<file path="config.mk">
export PLATFORM = sky130hd
export DESIGN_NAME = gs_pipe_ctrl
export DESIGN_NICKNAME = d
export VERILOG_FILES = /design/src/rtl/gs_pipe_ctrl.sv
export SDC_FILE = /design/constraint.sdc
export NUM_CORES = 1
export LEC_CHECK = 0
export CAP_MARGIN = 40
export CORE_UTILIZATION = 41
export CTS_CLUSTER_DIAMETER = 50
export DETAILED_ROUTE_END_ITERATION = 6
export HOLD_SLACK_MARGIN = 0.1
export PLACE_DENSITY = 0.8
export SLEW_MARGIN = 25
export SYNTH_ARGS = -nofsm -noshare
export SYNTH_HDL_FRONTEND = slang
export SYNTH_SLANG_ARGS = --single-unit
</file>
<file path="constraint.sdc">
create_clock -name clk -period 2 [get_ports clk]
set_input_delay 0.4 -clock clk [delete_from_list [all_inputs] [get_ports clk]]
set_output_delay 0.4 -clock clk [all_outputs]
set_load 0.01 [all_outputs]
</file>
<file path="src/rtl/gs_pipe_ctrl.sv">
// GoldenSnitch pipeline controller: boot/fetch/decode sequencing, redirect flushes,
// stage holds, priority operand forwarding, debug halt with drain, sticky load timeout.
package gs_pkg;
    localparam logic [3:0] PC_BOOT   = 4'b0001;
    localparam logic [3:0] PC_NORMAL = 4'b0010;
    localparam logic [3:0] PC_BRANCH = 4'b0100;
    localparam logic [3:0] PC_JUMP   = 4'b1000;
endpackage

module gs_pipe_ctrl
    import gs_pkg::*;
#(
    parameter int NUM_RS       = 2,
    parameter int NUM_FWD      = 2,
    parameter int DRAIN_CYCLES = 3,
    parameter int LOAD_TIMEOUT = 15,
    localparam int FWD_W       = $clog2(NUM_FWD + 1)
) (
    input  logic                      clk,
    input  logic                      rst,
    input  logic                      if_fetch_ready_i,
    input  logic                      id_ready_i,
    input  logic                      id_uncod_jumps_i,
    input  logic                      ex_br_taken_i,
    input  logic                      load_to_use_i,
    input  logic                      is_loading_i,
    input  logic [NUM_RS*NUM_FWD-1:0] fwd_hit_i,
    input  logic                      dbg_halt_req_i,
    input  logic                      dbg_resume_i,
    output logic [NUM_RS*FWD_W-1:0]   fwd_sel_o,
    output logic [3:0]                pc_mux_sel_o,
    output logic                      instr_fetch_o,
    output logic                      is_decoding_o,
    output logic                      flush_if_o,
    output logic                      flush_id_o,
    output logic                      flush_ex_o,
    output logic                      halt_if_o,
    output logic                      halt_id_o,
    output logic                      halt_ex_o,
    output logic                      dbg_halt_ack_o,
    output logic                      load_timeout_o
);
    localparam int DRAIN_W = $clog2(DRAIN_CYCLES + 1);
    localparam int LOAD_W  = $clog2(LOAD_TIMEOUT + 1);

    typedef enum logic [2:0] {
        RESET, BOOT_SET, FIRST_FETCH, DECODE, WAIT_FETCH, DBG_DRAIN, DBG_HALTED
    } state_t;

    state_t             state_reg, state_next;
    logic [DRAIN_W-1:0] drain_cnt_reg, drain_cnt_next;
    logic [LOAD_W-1:0]  load_cnt_reg, load_cnt_next;
    logic               ack_reg, ack_next;
    logic               timeout_reg, timeout_next;
    logic               hold_if, hold_id, hold_ex;
    logic               drain_idle;

    assign drain_idle = !is_loading_i && !load_to_use_i;

    always_comb begin
        state_next    = state_reg;
        pc_mux_sel_o  = PC_NORMAL;
        instr_fetch_o = 1'b0;
        is_decoding_o = 1'b0;
        flush_if_o    = 1'b0;
        flush_id_o    = 1'b0;
        flush_ex_o    = 1'b0;
        hold_if       = 1'b0;
        hold_id       = 1'b0;
        hold_ex       = 1'b0;
        case (state_reg)
            RESET: begin
                pc_mux_sel_o = PC_BOOT;
                state_next   = BOOT_SET;
            end
            BOOT_SET: begin
                pc_mux_sel_o  = PC_BOOT;
                instr_fetch_o = 1'b1;
                state_next    = FIRST_FETCH;
            end
            FIRST_FETCH, WAIT_FETCH: begin
                if (if_fetch_ready_i && id_ready_i) state_next = DECODE;
            end
            DECODE: begin
                // An outstanding load defers every redirect and debug request.
                if (!is_loading_i) begin
                    if (ex_br_taken_i) begin
                        pc_mux_sel_o = PC_BRANCH;
                        flush_if_o   = 1'b1;
                        flush_id_o   = 1'b1;
                    end else if (id_uncod_jumps_i) begin
                        pc_mux_sel_o = PC_JUMP;
                        flush_if_o   = 1'b1;
                        flush_id_o   = 1'b1;
                        state_next   = WAIT_FETCH;
                    end else if (dbg_halt_req_i) begin
                        flush_if_o = 1'b1;
                        state_next = DBG_DRAIN;
                    end else begin
                        is_decoding_o = 1'b1;
                    end
                end
            end
            DBG_DRAIN: begin
                hold_if = 1'b1;
                if (drain_idle && drain_cnt_reg == DRAIN_W'(DRAIN_CYCLES - 1))
                    state_next = DBG_HALTED;
            end
            DBG_HALTED: begin
                hold_if = 1'b1;
                hold_id = 1'b1;
                hold_ex = 1'b1;
                if (dbg_resume_i) begin
                    instr_fetch_o = 1'b1;
                    flush_ex_o    = 1'b1;
                    state_next    = WAIT_FETCH;
                end
            end
            default: state_next = RESET;
        endcase
        if (state_reg != RESET && state_reg != BOOT_SET) begin
            hold_if = hold_if | load_to_use_i | is_loading_i;
            hold_id = hold_id | load_to_use_i | is_loading_i;
            hold_ex = hold_ex | is_loading_i;
        end
    end

    // A flushed stage must not also be held.
    assign halt_if_o = hold_if & ~flush_if_o;
    assign halt_id_o = hold_id & ~flush_id_o;
    assign halt_ex_o = hold_ex & ~flush_ex_o;

    always_comb begin
        drain_cnt_next = '0;
        if (state_reg == DBG_DRAIN && state_next == DBG_DRAIN && drain_idle)
            drain_cnt_next = drain_cnt_reg + 1'b1;
        load_cnt_next = '0;
        if (is_loading_i)
            load_cnt_next = (load_cnt_reg == LOAD_W'(LOAD_TIMEOUT)) ? load_cnt_reg
                                                                    : load_cnt_reg + 1'b1;
        timeout_next = timeout_reg | (load_cnt_reg == LOAD_W'(LOAD_TIMEOUT));
        ack_next     = (state_reg == DBG_HALTED) && !dbg_resume_i;
    end

    always_ff @(posedge clk or negedge rst) begin
        if (!rst) begin
            state_reg     <= RESET;
            drain_cnt_reg <= '0;
            load_cnt_reg  <= '0;
            ack_reg       <= 1'b0;
            timeout_reg   <= 1'b0;
        end else begin
            state_reg     <= state_next;
            drain_cnt_reg <= drain_cnt_next;
            load_cnt_reg  <= load_cnt_next;
            ack_reg       <= ack_next;
            timeout_reg   <= timeout_next;
        end
    end

    assign dbg_halt_ack_o = ack_reg;
    assign load_timeout_o = timeout_reg;

    // Lowest-numbered (youngest) matching source wins; forced to zero while in reset.
    genvar gi;
    generate
        for (gi = 0; gi < NUM_RS; gi++) begin : g_fwd
            logic [FWD_W-1:0] sel;
            always_comb begin
                sel = '0;
                for (int s = NUM_FWD - 1; s >= 0; s--)
                    if (fwd_hit_i[gi*NUM_FWD + s]) sel = FWD_W'(s + 1);
            end
            assign fwd_sel_o[gi*FWD_W +: FWD_W] = rst ? sel : '0;
        end
    endgenerate
endmodule

</file>
==> metrics <==
status=finished, final reports clean; H-tree lvl count=1; Synth Cell Area=758 um^2; Worst Path Required=1.60 ns; RSZ-0062 raised after global routing=no; nets=155; Core Footprint=1730 um^2; GPL Wtd Cong=0.848; Synth Net Count=102; post-synthesis cell count=86; startpoint types=input pin; Tot GR Track Use=23.5%; Buf/Inv on CP=2; Clock Tree Buf Depth=2; layout cell share with drive strength beyond 1=29.0%; Initial DRC Count=19; Final Core Density=73.1%; Die Y=45.0 um; Pwr Density=928 nW/um^2; Clock Tree Root=clkbuf_4; sequential share of the synthesized area=36.3%; CP Max Fanout=2; Max Cap Violations=0; distinct cell type count after synthesis=35; DIE WIDTH=45.0 um; Slew Limit Fails=0; clock-pin slew on the worst setup and hold paths=0.07 ns; clock sink total=11; crit share post-route=97.5%; TritonCTS clock tree=yes; clk_lat worst skew=0.27 ns; worst path cell trace=clkdlybuf4s50_1 > and2_1 > clkdlybuf4s50_1; first-pass GRT wire length=3.46 mm; Site Rows=15; worst min-delay path class=in2async; Crit Path Class=in2out; Setup crit end kind=primary output; most numerous cell on the critical path=clkdlybuf4s50_1; Yosys reg bits=11; largest cells by area after synthesis=dfrtp_1 36%, nor2_1 5.0%, nor2b_1 4.1%; critical path depth=3; vias=875; drt drc=0; post-route minimum period=1.95 ns; Slowest-stage cell, CP=clkdlybuf4s50_1; VDD IR max=0.618 mV; Final Setup Violations=0; port bufs=31; Largest register FFs=4; Worst-Margin Slew=0.323 ns; initial antenna violation count=0; share of the synthesized area in the top cell type=36.3%; Worst path max stage delay=0.53 ns; Relative slew margins=78.3%; Reg2Reg Depth=5; Initial Utilization=43.9%; FMAX=0.513 GHz; static leakage=0.617 nW; vias per cell=5.37; I/O pins=32; Synth area leader=dfrtp_1; Synth Flop Type=dfrtp_1; Final Hold Fails=0; Post-synth top cells=11 x dfrtp_1, 10 x nor2_1, 5 x inv_1, 5 x nor2b_1, 5 x nor3_1; global route overflow=0; number of global-route vias before repair=784; die area=2030 um^2; hold_buf cts=0; Post-synth EDFFs=0; HPWL after DPL=1.60 mm; routed len/inst=13.3 um; clock buffer count from CTS=3; setup TNS=0 ns; Pre-Repair DR Iteration Count=5; Synth async-reset ratio=100%; Ant. Diodes=0; Routed Antenna Nets=0; Post-Route WL=2.17 mm; largest net degree at the start of global routing=12; yosys warns=0; worst hold slack=0.222 ns; critical path's top delay family=buffers and inverters; Clock Skew=0.000415 ns; Critical Path AT=1.55 ns; P&R area growth vs syn=66.5%; syn_area_per_cell=8.82 um^2; top-count cell post-synth=dfrtp_1
==> worst register-to-register path: stages, from the launching register on <==
cell and delay [ns]:
dfrtp_1 0.38, inv_1 0.06, ha_1 0.22, or3b_1 0.39, a221oi_2 0.31, a21oi_1 0.09
==> cell families after synthesis <==
kind of cell             after synthesis  synth area share [%]
AO/OA/AOI/OAI                         18                  17.8
XOR/XNOR                               1                  1.16
adder cells (fa/ha/maj)                4                  5.94
buffers and inverters                 10                  6.43
flip-flops                            11                  36.3
multiplexers                           1                  1.32
AND/OR/NAND/NOR                       41                  31.0
==> repair_timing <==
action,CTS,global route
setup endpoints to repair,16,6
resized for setup,31,6
pin swaps,3,0
hold endpoints to repair,0,0
setup buffers,5,1
==> report_power, final <==
group          switching, mW  internal [mW]
sequential            0.0256          0.259
clock                 0.0742         0.0773
combinational          0.368          0.368
total                  0.468          0.705
==> placed cells by master, fill, tap and decap left out, types with 4 or more instances in the layout <==
cell type / synthesis / layout
dfrtp_1: 11 / 9
nand3_1: 4 / 4
nor3_1: 5 / 4
nor2_1: 10 / 7
inv_1: 5 / 5
buf_4: 0 / 21
clkdlybuf4s50_1: 0 / 12
dlygate4sd2_1: 0 / 15
==> layout make-up <==
class | instances | area [um^2]
clock buffer | 4 | 26.3
multi-input combinational | 65 | 468
fill | 148 | 464
tap | 25 | 31.3
timing repair buffer | 52 | 437
sequential | 11 | 278
inverter | 6 | 22.5
==> worst paths after layout <==
kind	startpoint	endpoint	slack, ns
min	rst	drain_cnt_reg[0]	0.22
max in group asynchronous	rst	state_reg[2]	1.59
min reg2reg	drain_cnt_reg[0]	drain_cnt_reg[0]	0.44
max reg2reg	drain_cnt_reg[0]	state_reg[0]	0.43
max	fwd_hit_i[0]	fwd_sel_o[0]	0.05
min in group clk	drain_cnt_reg[0]	drain_cnt_reg[0]	0.44
==> metrics by stage <==
| step | setup WS (ns) | total power [mW] | instances | cell area, um^2 |
|---|---|---|---|---|
| after floorplan | 0.349 | 0.633 | 86 | 758 |
| after global placement | -0.603 | 0.954 | 153 | 1190 |
| after detailed placement | -0.702 | 0.964 | 153 | 1190 |
| after CTS | 0.0136 | 1.12 | 162 | 1240 |
| after global routing | 0.000928 | 1.24 | 163 | 1260 |
| final | 0.0494 | 1.17 | 163 | 1260 |
==> per-layer routing <==
| layer | vias to the layer above | part of all wire [%] | global-route usage [%] | wire [um] |
|---|---|---|---|---|
| met5 | - | 0 | 0 | 0 |
| met3 | 7 | 5.9 | 7.20 | 127 |
| li1 | 419 | - | - | - |
| met4 | 0 | 1.9 | 6.67 | 42 |
| met1 | 421 | 46 | 31.1 | 986 |
| met2 | 28 | 47 | 36.8 | 1010 |
Note: power is estimated with default switching activity, not from simulation.
